`config.mk`:
```
export PLATFORM = sky130hd
export DESIGN_NAME = multicycle_control_unit_flat
export DESIGN_NICKNAME = d
export VERILOG_FILES = /design/src/rtl/riscv_pkg.sv /design/src/rtl/multicycle_control_unit_if.sv /design/src/rtl/mem_wait_timer.sv /design/src/rtl/multicycle_control_unit.sv /design/src/flat_wrapper.sv
export SDC_FILE = /design/constraint.sdc
export NUM_CORES = 1
export LEC_CHECK = 0
export CAP_MARGIN = 40
export CORE_MARGIN = 2
export CORE_UTILIZATION = 49
export DETAILED_ROUTE_END_ITERATION = 8
export PLACE_DENSITY = 0.81
export SETUP_SLACK_MARGIN = 0.02
export SLEW_MARGIN = 25
export SYNTH_ARGS = -nofsm -noshare
export SYNTH_HDL_FRONTEND = slang
export SYNTH_HIERARCHICAL = 1
export SYNTH_SLANG_ARGS = --single-unit
```
`constraint.sdc`:
```
create_clock -name clk -period 3.3 [get_ports clk]
set_clock_uncertainty 0.05 [all_clocks]
set_input_delay 0.825 -clock clk [delete_from_list [all_inputs] [get_ports clk]]
set_output_delay 0.825 -clock clk [all_outputs]
set_load 0.01 [all_outputs]
```
`src/rtl/riscv_pkg.sv`:
```
// Shared encodings for the multi-cycle control path and its datapath.
// State enum, opcode constants, mux-select enums and the control bundle.
package riscv_pkg;

    typedef enum logic [3:0] {
        S_FETCH,
        S_DECODE,
        S_EXEC_R,
        S_EXEC_I,
        S_ALU_WB,
        S_MEM_ADDR,
        S_MEM_RD,
        S_MEM_WB,
        S_MEM_WR,
        S_BRANCH,
        S_JAL,
        S_TRAP
    } state_e;

    localparam logic [6:0] OP_R      = 7'b0110011;
    localparam logic [6:0] OP_I      = 7'b0010011;
    localparam logic [6:0] OP_LOAD   = 7'b0000011;
    localparam logic [6:0] OP_STORE  = 7'b0100011;
    localparam logic [6:0] OP_BRANCH = 7'b1100011;
    localparam logic [6:0] OP_JAL    = 7'b1101111;

    typedef enum logic [1:0] {
        ALUB_RS2  = 2'b00,
        ALUB_FOUR = 2'b01,
        ALUB_IMM  = 2'b10
    } alusrc_b_e;

    typedef enum logic [1:0] {
        ALUOP_ADD   = 2'b00,
        ALUOP_SUB   = 2'b01,
        ALUOP_FUNCT = 2'b10
    } aluop_e;

    typedef enum logic [1:0] {
        PCSRC_ALU    = 2'b00,
        PCSRC_BRANCH = 2'b01,
        PCSRC_JUMP   = 2'b10
    } pc_src_e;

    typedef enum logic [1:0] {
        WB_ALU = 2'b00,
        WB_MEM = 2'b01,
        WB_PC4 = 2'b10
    } wb_sel_e;

    typedef struct packed {
        logic      mem_read;
        logic      mem_write;
        logic      iord;
        logic      ir_write;
        logic      pc_write;
        pc_src_e   pc_src;
        logic      branch;
        logic      alusrc_a;
        alusrc_b_e alusrc_b;
        aluop_e    aluop;
        logic      reg_write;
        wb_sel_e   wb_sel;
        logic      instr_retired;
    } ctrl_t;

    localparam ctrl_t CTRL_IDLE = '{
        mem_read:      1'b0,
        mem_write:     1'b0,
        iord:          1'b0,
        ir_write:      1'b0,
        pc_write:      1'b0,
        pc_src:        PCSRC_ALU,
        branch:        1'b0,
        alusrc_a:      1'b0,
        alusrc_b:      ALUB_RS2,
        aluop:         ALUOP_ADD,
        reg_write:     1'b0,
        wb_sel:        WB_ALU,
        instr_retired: 1'b0
    };

    // Successor of DECODE; unknown opcodes (and JAL when disabled) trap.
    function automatic state_e decode_next(
        input logic [6:0] op,
        input bit         en_jal
    );
        case (op)
            OP_R:              return S_EXEC_R;
            OP_I:              return S_EXEC_I;
            OP_LOAD, OP_STORE: return S_MEM_ADDR;
            OP_BRANCH:         return S_BRANCH;
            OP_JAL:            return en_jal ? S_JAL : S_TRAP;
            default:           return S_TRAP;
        endcase
    endfunction

endpackage

```
`src/rtl/multicycle_control_unit_if.sv`:
```
// Memory request handshake between the control unit and memory.
// master: mem_read/mem_write out, mem_ready in; slave: the reverse.
interface multicycle_control_unit_if;

    logic mem_read;
    logic mem_write;
    logic mem_ready;

    modport master (
        output mem_read,
        output mem_write,
        input  mem_ready
    );

    modport slave (
        input  mem_read,
        input  mem_write,
        output mem_ready
    );

endinterface

```
`src/rtl/mem_wait_timer.sv`:
```
// Wait-state counter for one outstanding memory request.
// Ports: clk, rst_n, active (request up), ready, timeout (limit reached).
module mem_wait_timer #(
    parameter int unsigned MEM_TIMEOUT = 16
) (
    input  logic clk,
    input  logic rst_n,
    input  logic active,
    input  logic ready,
    output logic timeout
);

    localparam int unsigned W = $clog2(MEM_TIMEOUT + 1);
    localparam logic [W-1:0] LIMIT = W'(MEM_TIMEOUT);

    logic [W-1:0] count_q;
    logic [W-1:0] count_d;

    // Held at zero outside a request, so every new request starts
    // from zero. A ready in the limit cycle still completes upstream.
    always_comb begin
        count_d = '0;
        if (active && !ready && !timeout) begin
            count_d = count_q + 1'b1;
        end
    end

    always_ff @(posedge clk or negedge rst_n) begin
        if (!rst_n) begin
            count_q <= '0;
        end else begin
            count_q <= count_d;
        end
    end

    assign timeout = (count_q == LIMIT);

endmodule

```
`src/rtl/multicycle_control_unit.sv`:
```
// Multi-cycle control FSM: sequences the shared datapath per opcode.
// Ports: clk, reset (async low), run_en, opcode, mem (handshake),
// datapath selects, retire pulse/counter, sticky halt flags, halted.
module multicycle_control_unit
    import riscv_pkg::*;
#(
    parameter int unsigned MEM_TIMEOUT = 16,
    parameter int unsigned CNT_W       = 32,
    parameter bit          ENABLE_JAL  = 1'b1
) (
    input  logic                      clk,
    input  logic                      reset,
    input  logic                      run_en,
    input  logic [6:0]                opcode,
    multicycle_control_unit_if.master mem,
    output logic                      iord,
    output logic                      ir_write,
    output logic                      pc_write,
    output logic [1:0]                pc_src,
    output logic                      branch,
    output logic                      alusrc_a,
    output logic [1:0]                alusrc_b,
    output logic [1:0]                aluop,
    output logic                      reg_write,
    output logic [1:0]                wb_sel,
    output logic                      instr_retired,
    output logic [CNT_W-1:0]          retired_count,
    output logic                      illegal_instr,
    output logic                      bus_error,
    output logic                      halted
);

    state_e           state_q;
    state_e           state_d;
    logic [CNT_W-1:0] count_q;
    logic [CNT_W-1:0] count_d;
    logic             illegal_q;
    logic             illegal_d;
    logic             bus_err_q;
    logic             bus_err_d;
    ctrl_t            ctrl;
    ctrl_t            ctrl_o;
    logic             halt_c;
    logic             req_active;
    logic             timeout;

    assign req_active = (state_q == S_FETCH && run_en)
                     || (state_q == S_MEM_RD)
                     || (state_q == S_MEM_WR);

    mem_wait_timer #(
        .MEM_TIMEOUT(MEM_TIMEOUT)
    ) u_timer (
        .clk    (clk),
        .rst_n  (reset),
        .active (req_active),
        .ready  (mem.mem_ready),
        .timeout(timeout)
    );

    always_comb begin
        state_d   = state_q;
        illegal_d = illegal_q;
        bus_err_d = bus_err_q;
        ctrl      = CTRL_IDLE;
        halt_c    = 1'b0;
        unique case (state_q)
            S_FETCH: begin
                if (run_en) begin
                    ctrl.mem_read = 1'b1;
                    ctrl.alusrc_b = ALUB_FOUR;
                    if (mem.mem_ready) begin
                        ctrl.ir_write = 1'b1;
                        ctrl.pc_write = 1'b1;
                        state_d       = S_DECODE;
                    end else if (timeout) begin
                        bus_err_d = 1'b1;
                        state_d   = S_TRAP;
                    end
                end
            end
            S_DECODE: begin
                ctrl.alusrc_b = ALUB_IMM;
                state_d = decode_next(opcode, ENABLE_JAL);
                if (state_d == S_TRAP) begin
                    illegal_d = 1'b1;
                end
            end
            S_EXEC_R: begin
                ctrl.alusrc_a = 1'b1;
                ctrl.alusrc_b = ALUB_RS2;
                ctrl.aluop    = ALUOP_FUNCT;
                state_d       = S_ALU_WB;
            end
            S_EXEC_I: begin
                ctrl.alusrc_a = 1'b1;
                ctrl.alusrc_b = ALUB_IMM;
                ctrl.aluop    = ALUOP_FUNCT;
                state_d       = S_ALU_WB;
            end
            S_ALU_WB: begin
                ctrl.reg_write     = 1'b1;
                ctrl.wb_sel        = WB_ALU;
                ctrl.instr_retired = 1'b1;
                state_d            = S_FETCH;
            end
            S_MEM_ADDR: begin
                ctrl.alusrc_a = 1'b1;
                ctrl.alusrc_b = ALUB_IMM;
                state_d = (opcode == OP_STORE) ? S_MEM_WR : S_MEM_RD;
            end
            S_MEM_RD: begin
                ctrl.mem_read = 1'b1;
                ctrl.iord     = 1'b1;
                if (mem.mem_ready) begin
                    state_d = S_MEM_WB;
                end else if (timeout) begin
                    bus_err_d = 1'b1;
                    state_d   = S_TRAP;
                end
            end
            S_MEM_WB: begin
                ctrl.reg_write     = 1'b1;
                ctrl.wb_sel        = WB_MEM;
                ctrl.instr_retired = 1'b1;
                state_d            = S_FETCH;
            end
            S_MEM_WR: begin
                ctrl.mem_write = 1'b1;
                ctrl.iord      = 1'b1;
                if (mem.mem_ready) begin
                    ctrl.instr_retired = 1'b1;
                    state_d            = S_FETCH;
                end else if (timeout) begin
                    bus_err_d = 1'b1;
                    state_d   = S_TRAP;
                end
            end
            S_BRANCH: begin
                ctrl.alusrc_a      = 1'b1;
                ctrl.alusrc_b      = ALUB_RS2;
                ctrl.aluop         = ALUOP_SUB;
                ctrl.branch        = 1'b1;
                ctrl.pc_src        = PCSRC_BRANCH;
                ctrl.instr_retired = 1'b1;
                state_d            = S_FETCH;
            end
            S_JAL: begin
                ctrl.pc_write      = 1'b1;
                ctrl.pc_src        = PCSRC_JUMP;
                ctrl.reg_write     = 1'b1;
                ctrl.wb_sel        = WB_PC4;
                ctrl.instr_retired = 1'b1;
                state_d            = S_FETCH;
            end
            S_TRAP: begin
                halt_c = 1'b1;
            end
            default: begin
                state_d = S_TRAP;
            end
        endcase
    end

    assign count_d = count_q + CNT_W'(ctrl.instr_retired);

    always_ff @(posedge clk or negedge reset) begin
        if (!reset) begin
            state_q   <= S_FETCH;
            count_q   <= '0;
            illegal_q <= 1'b0;
            bus_err_q <= 1'b0;
        end else begin
            state_q   <= state_d;
            count_q   <= count_d;
            illegal_q <= illegal_d;
            bus_err_q <= bus_err_d;
        end
    end

    // The FSM sits in FETCH during reset; mask its request there.
    assign ctrl_o = reset ? ctrl : CTRL_IDLE;

    assign mem.mem_read  = ctrl_o.mem_read;
    assign mem.mem_write = ctrl_o.mem_write;
    assign iord          = ctrl_o.iord;
    assign ir_write      = ctrl_o.ir_write;
    assign pc_write      = ctrl_o.pc_write;
    assign pc_src        = ctrl_o.pc_src;
    assign branch        = ctrl_o.branch;
    assign alusrc_a      = ctrl_o.alusrc_a;
    assign alusrc_b      = ctrl_o.alusrc_b;
    assign aluop         = ctrl_o.aluop;
    assign reg_write     = ctrl_o.reg_write;
    assign wb_sel        = ctrl_o.wb_sel;
    assign instr_retired = ctrl_o.instr_retired;
    assign retired_count = count_q;
    assign illegal_instr = illegal_q;
    assign bus_error     = bus_err_q;
    assign halted        = reset & halt_c;

endmodule
```
`src/flat_wrapper.sv`:
```
// flat-port wrapper written by rule: the top's interface ports become plain ports
module multicycle_control_unit_flat import riscv_pkg::*;
#(
    parameter int unsigned MEM_TIMEOUT = 16,
    parameter int unsigned CNT_W       = 32,
    parameter bit          ENABLE_JAL  = 1'b1
)
  (clk, reset, run_en, opcode, iord, ir_write, pc_write, pc_src, branch, alusrc_a, alusrc_b, aluop, reg_write, wb_sel, instr_retired, retired_count, illegal_instr, bus_error, halted, mem_mem_read, mem_mem_write, mem_mem_ready);
  multicycle_control_unit_if mem_i ();
  input  logic clk;
  input  logic reset;
  input  logic run_en;
  input  logic [6:0] opcode;
  output logic iord;
  output logic ir_write;
  output logic pc_write;
  output logic [1:0] pc_src;
  output logic branch;
  output logic alusrc_a;
  output logic [1:0] alusrc_b;
  output logic [1:0] aluop;
  output logic reg_write;
  output logic [1:0] wb_sel;
  output logic instr_retired;
  output logic [CNT_W-1:0] retired_count;
  output logic illegal_instr;
  output logic bus_error;
  output logic halted;
  output wire logic [$bits(mem_i.mem_read)-1:0] mem_mem_read;
  output wire logic [$bits(mem_i.mem_write)-1:0] mem_mem_write;
  input wire logic [$bits(mem_i.mem_ready)-1:0] mem_mem_ready;
  assign mem_mem_read = mem_i.mem_read;
  assign mem_mem_write = mem_i.mem_write;
  assign mem_i.mem_ready = mem_mem_ready;
  multicycle_control_unit #(.MEM_TIMEOUT(MEM_TIMEOUT), .CNT_W(CNT_W), .ENABLE_JAL(ENABLE_JAL)) u_core (.clk(clk), .reset(reset), .run_en(run_en), .opcode(opcode), .mem(mem_i), .iord(iord), .ir_write(ir_write), .pc_write(pc_write), .pc_src(pc_src), .branch(branch), .alusrc_a(alusrc_a), .alusrc_b(alusrc_b), .aluop(aluop), .reg_write(reg_write), .wb_sel(wb_sel), .instr_retired(instr_retired), .retired_count(retired_count), .illegal_instr(illegal_instr), .bus_error(bus_error), .halted(halted));
endmodule
```
==> impl_metrics.xml, run 1 <==
<?xml version="1.0" encoding="UTF-8"?>
<metrics>
  <group name="outcome">
    <metric name="run_status" unit="">finished clean</metric>
  </group>
  <group name="pwr">
    <metric name="leakage_power" unit="uW">0.00140</metric>
    <metric name="post_layout_total_power" unit="uW">1670</metric>
    <metric name="worst_ir_drop_vdd" unit="V">0.000288</metric>
    <metric name="cellPowerDensity" unit="nW/um^2">518</metric>
  </group>
  <group name="clock_tree">
    <metric name="cts.htree.levels" unit="">2</metric>
    <metric name="ctsRootBufferMaster" unit="">sky130_fd_sc_hd__clkbuf_8</metric>
    <metric name="path_clk_slew" unit="ns">0.08</metric>
    <metric name="cts.path.max_buffers" unit="">2</metric>
    <metric name="number_of_cts_inserted_buffers" unit="">5</metric>
    <metric name="insertion_delay" unit="ns">0.29</metric>
    <metric name="tritoncts_clock_tree" unit="">yes</metric>
    <metric name="cts.sink_count" unit="">43</metric>
  </group>
  <group name="sta">
    <metric name="fmax" unit="GHz">0.319</metric>
    <metric name="grt_setup_unrepaired" unit="">no</metric>
    <metric name="hold-worst-slack" unit="ns">0.416</metric>
    <metric name="fin_crit" unit="ns">3.13</metric>
    <metric name="setup_viol" unit="">0</metric>
    <metric name="timing_max_transition_violations_final" unit="">0</metric>
    <metric name="timing.slew.headroom" unit="%">61.2</metric>
    <metric name="tns" unit="ns">0</metric>
    <metric name="min_period_over_period" unit="%">94.9</metric>
    <metric name="tightest_slew" unit="ns">0.577</metric>
    <metric name="finalHoldViolCount" unit="">0</metric>
  </group>
  <group name="final_layout">
    <metric name="finalNetCount" unit="">330</metric>
    <metric name="fill_cells" unit="">379</metric>
    <metric name="share_of_final_layout_standard_cells_stronger_than_drive_strength_1" unit="%">13.0</metric>
    <metric name="antenna_cells" unit="">0</metric>
    <metric name="postLayoutCoreUtil" unit="%">68.9</metric>
    <metric name="syn2layout_area_growth" unit="%">35.6</metric>
  </group>
  <group name="synthesis">
    <metric name="ys_seq_elements" unit="">43</metric>
    <metric name="synth_top_cell_by_area" unit="">sky130_fd_sc_hd__dfrtp_1</metric>
    <metric name="ys_async_sr_fraction" unit="%">100</metric>
    <metric name="post_synth_top_flop" unit="">sky130_fd_sc_hd__dfrtp_1</metric>
    <metric name="synthTopCellsByArea" unit="">sky130_fd_sc_hd__dfrtp_1, sky130_fd_sc_hd__xnor2_1, sky130_fd_sc_hd__xor2_1, sky130_fd_sc_hd__nand3_1, sky130_fd_sc_hd__nand2_1</metric>
    <metric name="avgSynthCellArea" unit="sq um">9.93</metric>
    <metric name="post_synthesis_share_of_cell_area_spent_on_and_or_nand_and_nor_gates" unit="%">29.1</metric>
    <metric name="synth.net_count" unit="">256</metric>
    <metric name="synthesis.instances" unit="">240</metric>
    <metric name="share_of_yosys_cell_area_claimed_by_the_top_area_cell_type" unit="%">45.1</metric>
    <metric name="synth-adder-area-share" unit="%">2.62</metric>
    <metric name="synth_area_in_xor_xnor" unit="%">12.1</metric>
    <metric name="synth.yosys.seq_area_share" unit="%">45.1</metric>
    <metric name="synth-warning-count" unit="">6</metric>
    <metric name="synth_top_family_by_area" unit="">simple AND/OR/NAND/NOR gates</metric>
    <metric name="synth.cell_area" unit="sq um">2380</metric>
    <metric name="synth_cell_types" unit="">49</metric>
    <metric name="synth.mux.area_fraction" unit="%">0.420</metric>
    <metric name="synth_edf_count" unit="">0</metric>
    <metric name="synth_compound_gate_area_share" unit="%">8.08</metric>
  </group>
  <group name="placement">
    <metric name="dp_hpwl" unit="um">3910</metric>
    <metric name="gpl.final_weighted_congestion" unit="">0.920</metric>
    <metric name="placement.io_buffers" unit="">62</metric>
  </group>
  <group name="worst_setup_path">
    <metric name="timing.critical_path.slowest_cell_delay" unit="ns">0.53</metric>
    <metric name="setup.worst_path.end_class" unit="">output pin</metric>
    <metric name="arrival" unit="ns">2.26</metric>
    <metric name="worstPathMaxFanout" unit="">5</metric>
    <metric name="timing.critical_path.cells" unit="">buf_2 &gt; inv_1 &gt; or2_2 &gt; nor2_1 &gt; a211o_1 &gt; clkdlybuf4s50_1</metric>
    <metric name="reg2reg_setup_slack" unit="ns">0.55</metric>
    <metric name="cpMaxStageDelayCell" unit="">sky130_fd_sc_hd__clkdlybuf4s50_1</metric>
    <metric name="critPathKind" unit="">in2out</metric>
    <metric name="worst_ep_required_time" unit="ns">2.42</metric>
    <metric name="crit_path_launch_type" unit="">input port</metric>
  </group>
  <group name="job">
    <metric name="drv_cap" unit="">0</metric>
  </group>
  <group name="floorplanning">
    <metric name="rows" unit="">25</metric>
    <metric name="fp.coreArea" unit="sq um">4690</metric>
    <metric name="fp.dieArea" unit="sq um">5440</metric>
    <metric name="floorplan.initialDensity" unit="%">50.8</metric>
    <metric name="die_w" unit="um">73.7</metric>
    <metric name="io_pins" unit="">63</metric>
    <metric name="fp.dieH" unit="um">73.7</metric>
  </group>
  <group name="drt">
    <metric name="wl_per_cell" unit="um">14.2</metric>
    <metric name="first_iter_violations" unit="">143</metric>
    <metric name="via_density_per_instance" unit="">5.59</metric>
    <metric name="via_total_after_detailed_routing" unit="">2064</metric>
    <metric name="final_antenna_net_count" unit="">0</metric>
    <metric name="remaining_drc_errors" unit="">0</metric>
    <metric name="wl" unit="um">5220</metric>
    <metric name="drt_first_pass_iters" unit="">4</metric>
  </group>
  <group name="grt">
    <metric name="globalRoute.totalOverflow" unit="">0</metric>
    <metric name="grt_use_total" unit="%">20.5</metric>
    <metric name="grt_pass1_vias" unit="">1975</metric>
    <metric name="number_of_antenna_violations_at_the_first_check_in_global_routing" unit="">0</metric>
    <metric name="grt_pass1_wl" unit="um">8780</metric>
    <metric name="pin_count_of_the_biggest_net_entering_global_routing" unit="">40</metric>
  </group>
  <group name="worst_hold_path">
    <metric name="hp_class" unit="">reg2reg</metric>
  </group>
</metrics>
==> repair_timing <==
item / in CTS / in global routing
hold buffers: 0 / 0
pin swaps: 0 / 0
buffers inserted: 0 / 0
setup endpoints to repair: 1 / 7
gates resized for setup: 1 / 5
==> power breakdown <==
part / internal (uW) / switching [uW]
clock network: 190 / 175
logic: 313 / 265
registers: 594 / 137
==> flip-flops by register name, summed over array words and instances (netlist names) <==
| register | flops |
|---|---|
| u_core/bus_error | 1 |
| u_core/illegal_instr | 1 |
| u_core/retired_count | 32 |
| u_core/state_q | 4 |
| u_core/u_timer/count_q | 5 |
==> synthesized netlist by cell type, types with 2 or more instances <==
cell type                  number
sky130_fd_sc_hd__nand2b_1       6
sky130_fd_sc_hd__nor2_2         5
sky130_fd_sc_hd__dfrtp_1       43
sky130_fd_sc_hd__ha_1           5
sky130_fd_sc_hd__inv_1          7
sky130_fd_sc_hd__and3_1         3
sky130_fd_sc_hd__and2_1         2
sky130_fd_sc_hd__xnor2_1       20
sky130_fd_sc_hd__xor2_1        13
sky130_fd_sc_hd__nor4_1         5
sky130_fd_sc_hd__nand2_1       20
sky130_fd_sc_hd__nor2_1        13
sky130_fd_sc_hd__nand3b_1       2
sky130_fd_sc_hd__nand4_1        5
sky130_fd_sc_hd__clkbuf_1       5
sky130_fd_sc_hd__buf_4          2
sky130_fd_sc_hd__nor2b_1        3
sky130_fd_sc_hd__nor3b_1        3
sky130_fd_sc_hd__a21oi_1        4
sky130_fd_sc_hd__nand4_4        2
sky130_fd_sc_hd__nor3_1        12
sky130_fd_sc_hd__a21o_1         2
sky130_fd_sc_hd__o21a_1         2
sky130_fd_sc_hd__and4b_1        2
sky130_fd_sc_hd__o21ai_0        7
sky130_fd_sc_hd__nand3_1       19
sky130_fd_sc_hd__or2_2          4
sky130_fd_sc_hd__or4_4          3
==> worst paths after layout <==
kind | start | to | cells past startpoint
setup / recovery | reset | alusrc_a | 6
hold / removal | u_core/illegal_instr | u_core/illegal_instr | 1
setup reg to reg | u_core/state_q[3] | u_core/retired_count[30] | 10
hold reg to reg | u_core/illegal_instr | u_core/illegal_instr | 1
max in group asynchronous | reset | u_core/state_q[2] | 3
min in group asynchronous | reset | u_core/retired_count[3] | 2
==> layer usage <==
metal	GRT usage, %	routed length, um
met5	0	0
met4	7.07	57
met2	34.3	2550
met1	26.6	2350
met3	3.70	263
==> cells in the final DEF (no fill, tap or decap), types with 4 or more instances in the layout <==
cell type	Yosys	routed
sky130_fd_sc_hd__dfrtp_1	43	41
sky130_fd_sc_hd__or2_2	4	4
sky130_fd_sc_hd__nand2b_1	6	6
sky130_fd_sc_hd__buf_4	2	11
sky130_fd_sc_hd__nand4_1	5	5
sky130_fd_sc_hd__nor3_1	12	12
sky130_fd_sc_hd__clkbuf_8	0	7
sky130_fd_sc_hd__ha_1	5	5
sky130_fd_sc_hd__o21ai_0	7	7
sky130_fd_sc_hd__clkdlybuf4s50_1	0	58
sky130_fd_sc_hd__xor2_1	13	13
sky130_fd_sc_hd__nand2_1	20	20
sky130_fd_sc_hd__a21oi_1	4	4
sky130_fd_sc_hd__inv_1	7	7
sky130_fd_sc_hd__nor4_1	5	5
sky130_fd_sc_hd__nor2_2	5	5
sky130_fd_sc_hd__nor2_1	13	13
sky130_fd_sc_hd__nand3_1	19	19
sky130_fd_sc_hd__xnor2_1	20	20
==> final cells by class <==
type                       count  area (sq um)  share of cell area, %
clock buffer                   7          96.3                   2.98
clock inverter                 1          7.51                  0.232
inverter                       7          26.3                  0.813
multi-input combinational    183          1250                   38.6
sequential                    43          1080                   33.4
tap                           54          67.6                   2.09
timing repair buffer          74           707                   21.9
==> cells by family after synthesis <==
kind of cell / count (synthesis)
compound gates: 28
xor+xnor: 33
simple gates: 116
buf+inv: 14
mux: 1
fa+ha+maj: 5
flops: 43
==> metrics by stage <==
step	cell area (sq um)	instances	setup slack [ns]
after floorplan	2380	240	0.580
after global placement	3120	360	-0.0193
after detailed placement	3120	361	-0.0245
after CTS	3220	369	0.0305
after global routing	3230	369	0.0697
final	3230	369	0.168
==> worst max-delay path: cells and delay by family <==
kind                   cells  cell delay, ns
and+or+nand+nor            2            0.55
buffers and inverters      3            0.74
AOI/OAI and AO/OA          1            0.15
Power figures use the tool's default switching activity.
==> inputs of run 2 (changes only) <==
--- a/config.mk
+++ b/config.mk
@@ -11,7 +11,6 @@
 export DETAILED_ROUTE_END_ITERATION = 8
 export PLACE_DENSITY = 0.81
 export SETUP_SLACK_MARGIN = 0.02
-export SLEW_MARGIN = 25
 export SYNTH_ARGS = -nofsm -noshare
 export SYNTH_HDL_FRONTEND = slang
 export SYNTH_HIERARCHICAL = 1
==> impl_metrics.xml, run 2 (synthesized netlist as in run 1, its figures left out) <==
<?xml version="1.0" encoding="UTF-8"?>
<metrics>
  <group name="final_layout">
    <metric name="final-instance-count-excl-fill" unit="">369</metric>
    <metric name="fill_cells" unit="">364</metric>
    <metric name="layout.cells.most_common" unit="">sky130_fd_sc_hd__clkdlybuf4s50_1</metric>
    <metric name="antenna_cells" unit="">0</metric>
    <metric name="largest_reg_flops" unit="">32</metric>
    <metric name="finalNetCount" unit="">330</metric>
    <metric name="postLayoutCoreUtil" unit="%">69.0</metric>
    <metric name="multi_input_combinational_cell_area" unit="sq um">1250</metric>
    <metric name="share_of_final_layout_standard_cells_stronger_than_drive_strength_1" unit="%">13.0</metric>
    <metric name="regArea" unit="sq um">1080</metric>
    <metric name="final_design_area_no_fill" unit="sq um">3240</metric>
    <metric name="syn2layout_area_growth" unit="%">35.7</metric>
    <metric name="most-common-layout-cells" unit="">sky130_fd_sc_hd__clkdlybuf4s50_1, sky130_fd_sc_hd__dfrtp_1, sky130_fd_sc_hd__nand2_1, sky130_fd_sc_hd__xnor2_1, sky130_fd_sc_hd__nand3_1</metric>
  </group>
  <group name="clock_tree">
    <metric name="cts.path.max_buffers" unit="">2</metric>
    <metric name="path_clk_slew" unit="ns">0.08</metric>
    <metric name="cts.sink_count" unit="">43</metric>
    <metric name="tritoncts_clock_tree" unit="">yes</metric>
    <metric name="cts.htree.levels" unit="">2</metric>
    <metric name="number_of_cts_inserted_buffers" unit="">5</metric>
    <metric name="insertion_delay" unit="ns">0.29</metric>
    <metric name="ctsRootBufferMaster" unit="">sky130_fd_sc_hd__clkbuf_8</metric>
    <metric name="cts.repair_timing.setup_buffer_count" unit="">0</metric>
  </group>
  <group name="worst_setup_path">
    <metric name="setup.worst_path.end_class" unit="">output pin</metric>
    <metric name="crit_path_launch_type" unit="">input port</metric>
    <metric name="arrival" unit="ns">2.25</metric>
    <metric name="timing.critical_path.cells" unit="">buf_2 &gt; inv_1 &gt; or2_2 &gt; nor2_1 &gt; a211o_1 &gt; clkdlybuf4s50_1</metric>
    <metric name="reg_to_reg_start" unit="">u_core/state_q[3]</metric>
    <metric name="worstPathMaxFanout" unit="">5</metric>
    <metric name="r2r_end" unit="">u_core/retired_count[30]</metric>
    <metric name="cpMaxStageDelayCell" unit="">sky130_fd_sc_hd__clkdlybuf4s50_1</metric>
    <metric name="cp_top_family" unit="">buffers and inverters</metric>
    <metric name="worst_ep_required_time" unit="ns">2.42</metric>
    <metric name="critPathKind" unit="">in2out</metric>
    <metric name="combined_buffer_and_inverter_count_along_the_critical_path" unit="">3</metric>
    <metric name="worstSetupPathDepth" unit="">6</metric>
    <metric name="reg2reg_setup_slack" unit="ns">0.56</metric>
    <metric name="r2r.worst_path.cells" unit="">10</metric>
    <metric name="timing.critical_path.slowest_cell_delay" unit="ns">0.54</metric>
  </group>
  <group name="sta">
    <metric name="setup_viol" unit="">0</metric>
    <metric name="timing.slew.headroom" unit="%">63.3</metric>
    <metric name="timing_max_transition_violations_final" unit="">0</metric>
    <metric name="grt_setup_unrepaired" unit="">no</metric>
    <metric name="fin_crit" unit="ns">3.13</metric>
    <metric name="finalHoldViolCount" unit="">0</metric>
    <metric name="tightest_slew" unit="ns">0.543</metric>
    <metric name="min_period_over_period" unit="%">94.7</metric>
    <metric name="fmax" unit="GHz">0.320</metric>
  </group>
  <group name="placement">
    <metric name="numPlacedInstances" unit="">361</metric>
    <metric name="dp_hpwl" unit="um">3870</metric>
    <metric name="dpl_cell_area" unit="sq um">3120</metric>
    <metric name="gpl.final_weighted_congestion" unit="">0.920</metric>
    <metric name="placement.io_buffers" unit="">62</metric>
  </group>
  <group name="floorplanning">
    <metric name="rows" unit="">25</metric>
    <metric name="fp.dieH" unit="um">73.7</metric>
    <metric name="fp.dieArea" unit="sq um">5440</metric>
    <metric name="floorplan.initialDensity" unit="%">50.8</metric>
    <metric name="io_pins" unit="">63</metric>
    <metric name="die_w" unit="um">73.7</metric>
    <metric name="fp.coreArea" unit="sq um">4690</metric>
  </group>
  <group name="drt">
    <metric name="wl" unit="um">5140</metric>
    <metric name="wl_per_cell" unit="um">13.9</metric>
    <metric name="via_density_per_instance" unit="">5.65</metric>
    <metric name="via_total_after_detailed_routing" unit="">2085</metric>
    <metric name="remaining_drc_errors" unit="">0</metric>
    <metric name="final_antenna_net_count" unit="">0</metric>
    <metric name="drt_first_pass_iters" unit="">5</metric>
    <metric name="first_iter_violations" unit="">138</metric>
  </group>
  <group name="outcome">
    <metric name="run_status" unit="">finished clean</metric>
  </group>
  <group name="worst_hold_path">
    <metric name="cell_depth_of_the_worst_hold_path" unit="">1</metric>
    <metric name="hold_end" unit="">u_core/illegal_instr</metric>
    <metric name="hp_class" unit="">reg2reg</metric>
    <metric name="min_delay_startpoint" unit="">u_core/illegal_instr</metric>
  </group>
  <group name="job">
    <metric name="drv_cap" unit="">0</metric>
  </group>
  <group name="pwr">
    <metric name="leakage_power" unit="uW">0.00139</metric>
    <metric name="worst_ir_drop_vdd" unit="V">0.000311</metric>
    <metric name="cellPowerDensity" unit="nW/um^2">529</metric>
  </group>
  <group name="grt">
    <metric name="number_of_antenna_violations_at_the_first_check_in_global_routing" unit="">0</metric>
    <metric name="grt_pass1_vias" unit="">1966</metric>
    <metric name="grt_pass1_wl" unit="um">8740</metric>
    <metric name="globalRoute.totalOverflow" unit="">0</metric>
    <metric name="pin_count_of_the_biggest_net_entering_global_routing" unit="">40</metric>
    <metric name="grt_use_total" unit="%">20.4</metric>
  </group>
</metrics>
## run 2: cell count changes in the layout (fill, tap and decap cells not counted), sizes merged
cell,change
clkinvlp,-1
bufinv,+1
dlymetal6s2s,-1
clkinv,+2
dlygate4sd2,+1
clkbuf,-2
## run 2: how the worst max path moves through the flow
stage                        from  slack [ns]                  endpoint
finish                      reset        0.17                  alusrc_a
floorplan           mem_mem_ready        0.58  u_core/retired_count[28]
CTS                        run_en        0.03                  pc_write
global route                reset        0.08                 pc_src[0]
global placement    mem_mem_ready       -0.02             instr_retired
detailed placement  mem_mem_ready       -0.02             instr_retired
## run 2: repair_timing
action,in CTS,in global routing
endpoints found under the setup margin,2,6
hold buffers,0,0
gates cloned,0,0
gates resized for setup,2,3
endpoints found under the hold margin,0,0
## run 2: per-layer routing
| layer | wire [um] | global-route usage, % | part of all wire, % | vias up |
|---|---|---|---|---|
| met4 | 116 | 7.07 | 2.3 | 0 |
| met1 | 2280 | 26.5 | 44 | 989 |
| met2 | 2470 | 34.0 | 48 | 82 |
| li1 | - | - | - | 1001 |
| met3 | 269 | 3.70 | 5.2 | 13 |
| met5 | 0 | 0 | 0 | - |
## run 2: metrics by stage
step	worst slack [ns]	total power (uW)	hold WS [ns]	TNS [ns]
2_1_floorplan	0.580	1040	0.409	0
3_3_place_gp	-0.0193	1310	0.397	-0.0193
3_5_place_dp	-0.0186	1310	0.402	-0.0186
4_1_cts	0.0317	1720	0.426	0
5_1_grt	0.0819	1820	0.439	0
6_report	0.174	1710	0.420	0
## run 2: area by class of cell
cell class | count | area share (%)
Clock buffer | 5 | 2.13
Clock inverter | 3 | 1.35
Tap cell | 54 | 2.09
Multi-Input combinational cell | 183 | 38.6
Inverter | 7 | 0.812
Sequential cell | 43 | 33.3
Timing Repair Buffer | 74 | 21.7
## run 2: report_power, final
part           switching (uW)  leakage (uW)  total [uW]  internal, uW
Clock                     179     0.0000581         405           225
Sequential                137      0.000578         731           594
Combinational             265      0.000755         576           311
Total                     581       0.00139        1710          1130
## run 2: worst reg2reg max path: stages, from the launching register on
cell                       delay, ns
sky130_fd_sc_hd__dfrtp_2        0.50
sky130_fd_sc_hd__nand2b_1       0.27
sky130_fd_sc_hd__o22a_1         0.24
sky130_fd_sc_hd__o21ai_0        0.14
sky130_fd_sc_hd__buf_4          0.14
sky130_fd_sc_hd__ha_1           0.14
sky130_fd_sc_hd__ha_1           0.18
sky130_fd_sc_hd__inv_1          0.08
sky130_fd_sc_hd__or4_4          0.58
sky130_fd_sc_hd__nor4_2         0.19
sky130_fd_sc_hd__xor2_1         0.17
==> inputs of run 3 (changes only) <==
--- a/config.mk
+++ b/config.mk
@@ -7,9 +7,8 @@
 export LEC_CHECK = 0
 export CAP_MARGIN = 40
 export CORE_MARGIN = 2
-export CORE_UTILIZATION = 49
+export CORE_UTILIZATION = 30
 export DETAILED_ROUTE_END_ITERATION = 8
-export PLACE_DENSITY = 0.81
 export SETUP_SLACK_MARGIN = 0.02
 export SYNTH_ARGS = -nofsm -noshare
 export SYNTH_HDL_FRONTEND = slang
==> impl_metrics.xml, run 3 (synthesized netlist as in run 1, its figures left out) <==
<?xml version="1.0" encoding="UTF-8"?>
<metrics>
  <group name="floorplanning">
    <metric name="fp.dieArea" unit="sq um">8670</metric>
    <metric name="io_pins" unit="">63</metric>
    <metric name="fp.dieH" unit="um">93.1</metric>
    <metric name="fp.coreArea" unit="sq um">7730</metric>
    <metric name="rows" unit="">32</metric>
    <metric name="die_w" unit="um">93.1</metric>
    <metric name="floorplan.initialDensity" unit="%">30.8</metric>
  </group>
  <group name="clock_tree">
    <metric name="ctsRootBufferMaster" unit="">sky130_fd_sc_hd__clkbuf_8</metric>
    <metric name="cts.htree.levels" unit="">2</metric>
    <metric name="cts.sink_count" unit="">43</metric>
    <metric name="insertion_delay" unit="ns">0.29</metric>
    <metric name="path_clk_slew" unit="ns">0.08</metric>
    <metric name="cts.repair_timing.setup_buffer_count" unit="">0</metric>
    <metric name="cts.path.max_buffers" unit="">2</metric>
    <metric name="tritoncts_clock_tree" unit="">yes</metric>
    <metric name="cts_resized" unit="">3</metric>
    <metric name="number_of_cts_inserted_buffers" unit="">5</metric>
    <metric name="cts_hold_repair.buffers" unit="">0</metric>
  </group>
  <group name="final_layout">
    <metric name="regArea" unit="sq um">1080</metric>
    <metric name="layout.cells.most_common" unit="">sky130_fd_sc_hd__clkdlybuf4s50_1</metric>
    <metric name="most-common-layout-cells" unit="">sky130_fd_sc_hd__clkdlybuf4s50_1, sky130_fd_sc_hd__dfrtp_1, sky130_fd_sc_hd__buf_4</metric>
    <metric name="syn2layout_area_growth" unit="%">40.1</metric>
    <metric name="postLayoutCoreUtil" unit="%">43.2</metric>
    <metric name="share_of_final_layout_standard_cells_stronger_than_drive_strength_1" unit="%">15.4</metric>
    <metric name="finalNetCount" unit="">339</metric>
    <metric name="multi_input_combinational_cell_area" unit="sq um">1250</metric>
    <metric name="fill_cells" unit="">747</metric>
    <metric name="antenna_cells" unit="">0</metric>
    <metric name="largest_reg_flops" unit="">32</metric>
  </group>
  <group name="outcome">
    <metric name="run_status" unit="">finished clean</metric>
  </group>
  <group name="worst_setup_path">
    <metric name="reg2reg_setup_slack" unit="ns">0.57</metric>
    <metric name="worstSetupPathDepth" unit="">7</metric>
    <metric name="reg_to_reg_start" unit="">u_core/state_q[3]</metric>
    <metric name="r2r.worst_path.cells" unit="">10</metric>
    <metric name="timing.critical_path.slowest_cell_delay" unit="ns">0.52</metric>
    <metric name="worst_path_most_repeated_cell" unit="">sky130_fd_sc_hd__buf_4</metric>
    <metric name="critPathKind" unit="">in2out</metric>
    <metric name="arrival" unit="ns">2.31</metric>
    <metric name="r2r_end" unit="">u_core/retired_count[28]</metric>
    <metric name="cpMaxStageDelayCell" unit="">sky130_fd_sc_hd__clkdlybuf4s50_1</metric>
    <metric name="timing.critical_path.cells" unit="">buf_2 &gt; inv_1 &gt; or2_2 &gt; buf_4 &gt; nor2_1 &gt; buf_4 &gt; clkdlybuf4s50_1</metric>
    <metric name="crit_path_launch_type" unit="">input port</metric>
    <metric name="combined_buffer_and_inverter_count_along_the_critical_path" unit="">5</metric>
    <metric name="setup.worst_path.end_class" unit="">output pin</metric>
    <metric name="worst_ep_required_time" unit="ns">2.42</metric>
    <metric name="setup.worst_path.end" unit="">branch</metric>
    <metric name="timing.critical_path.from" unit="">reset</metric>
    <metric name="cp_top_family" unit="">buffers and inverters</metric>
    <metric name="worstPathMaxFanout" unit="">4</metric>
  </group>
  <group name="worst_hold_path">
    <metric name="hp_class" unit="">reg2reg</metric>
    <metric name="min_delay_startpoint" unit="">u_core/retired_count[31]</metric>
  </group>
  <group name="pwr">
    <metric name="power.net_switching" unit="uW">594</metric>
    <metric name="worst_ir_drop_vdd" unit="V">0.000228</metric>
    <metric name="cellPowerDensity" unit="nW/um^2">501</metric>
    <metric name="combPwrFrac" unit="%">37.3</metric>
    <metric name="leakage_power" unit="uW">0.00141</metric>
    <metric name="p_sw_share" unit="%">35.5</metric>
    <metric name="power_frac_seq" unit="%">43.0</metric>
    <metric name="cellInternalPower" unit="uW">1080</metric>
    <metric name="clock_power_share" unit="%">19.7</metric>
  </group>
  <group name="drt">
    <metric name="wl_per_cell" unit="um">13.5</metric>
    <metric name="drt_first_pass_iters" unit="">4</metric>
    <metric name="via_density_per_instance" unit="">4.85</metric>
    <metric name="wl" unit="um">5770</metric>
    <metric name="first_iter_violations" unit="">42</metric>
    <metric name="via_total_after_detailed_routing" unit="">2065</metric>
    <metric name="remaining_drc_errors" unit="">0</metric>
    <metric name="final_antenna_net_count" unit="">0</metric>
  </group>
  <group name="job">
    <metric name="drv_cap" unit="">0</metric>
  </group>
  <group name="grt">
    <metric name="use_met2" unit="%">22.8</metric>
    <metric name="grt_pass1_vias" unit="">2013</metric>
    <metric name="globalRoute.totalOverflow" unit="">0</metric>
    <metric name="top_usage_layer" unit="">met2</metric>
    <metric name="grt_use_total" unit="%">13.8</metric>
    <metric name="grt.met3_usage" unit="%">3.06</metric>
    <metric name="grt_pass1_wl" unit="um">9550</metric>
    <metric name="pin_count_of_the_biggest_net_entering_global_routing" unit="">38</metric>
    <metric name="grt.met1_usage" unit="%">18.1</metric>
    <metric name="number_of_antenna_violations_at_the_first_check_in_global_routing" unit="">0</metric>
  </group>
  <group name="sta">
    <metric name="hold-worst-slack" unit="ns">0.432</metric>
    <metric name="setup_viol" unit="">0</metric>
    <metric name="min_period_over_period" unit="%">96.4</metric>
    <metric name="tns" unit="ns">0</metric>
    <metric name="fmax" unit="GHz">0.314</metric>
    <metric name="fin_crit" unit="ns">3.18</metric>
    <metric name="worst_slack" unit="ns">0.118</metric>
    <metric name="timing_max_transition_violations_final" unit="">0</metric>
    <metric name="finalHoldViolCount" unit="">0</metric>
    <metric name="tightest_slew" unit="ns">0.849</metric>
    <metric name="timing.slew.headroom" unit="%">42.9</metric>
    <metric name="grt_setup_unrepaired" unit="">no</metric>
  </group>
  <group name="placement">
    <metric name="post-place-ws" unit="ns">-0.0766</metric>
    <metric name="gpl.final_weighted_congestion" unit="">0.867</metric>
    <metric name="placement.io_buffers" unit="">62</metric>
    <metric name="dp_hpwl" unit="um">4390</metric>
  </group>
</metrics>
[run 3: worst min path at each step]
| stage | slack [ns] | endpoint | depth (start not counted) |
|---|---|---|---|
| 2_1_floorplan | 0.41 | u_core/u_timer/count_q[0] | 1 |
| 3_5_place_dp | 0.40 | u_core/illegal_instr | 1 |
| 5_1_grt | 0.44 | u_core/retired_count[31] | 1 |
| 3_3_place_gp | 0.42 | u_core/illegal_instr | 1 |
| 6_report | 0.43 | u_core/retired_count[31] | 1 |
| 4_1_cts | 0.44 | u_core/illegal_instr | 1 |
[run 3: metrics by stage]
stage	area [sq um]	cells	total power (uW)
finish	3340	426	1670
global placement	3250	418	1360
detailed placement	3250	418	1360
CTS	3330	426	1700
global route	3340	426	1800
floorplan	2380	240	1040
[run 3: power groups by stage]
stage | registers, uW | logic (uW) | clock network, uW
final | 719 | 625 | 330
after global routing | 736 | 698 | 366
after CTS | 718 | 630 | 352
after detailed placement | 728 | 634 | 0
after global placement | 726 | 636 | 0
after floorplan | 694 | 349 | 0
[run 3: final cells by class]
type                       instances  area share (%)
sequential                        43            32.3
clock inverter                     2           0.375
timing repair buffer              83            23.0
clock buffer                       6            2.17
tap                              102            3.82
inverter                           7           0.787
multi-input combinational        183            37.5
[run 3: layer usage]
metal / up-vias / part of all wire (%)
li1: 1018 / -
met1: 972 / 47
met2: 66 / 47
met3: 9 / 4.3
met4: 0 / 1.6
met5: - / 0
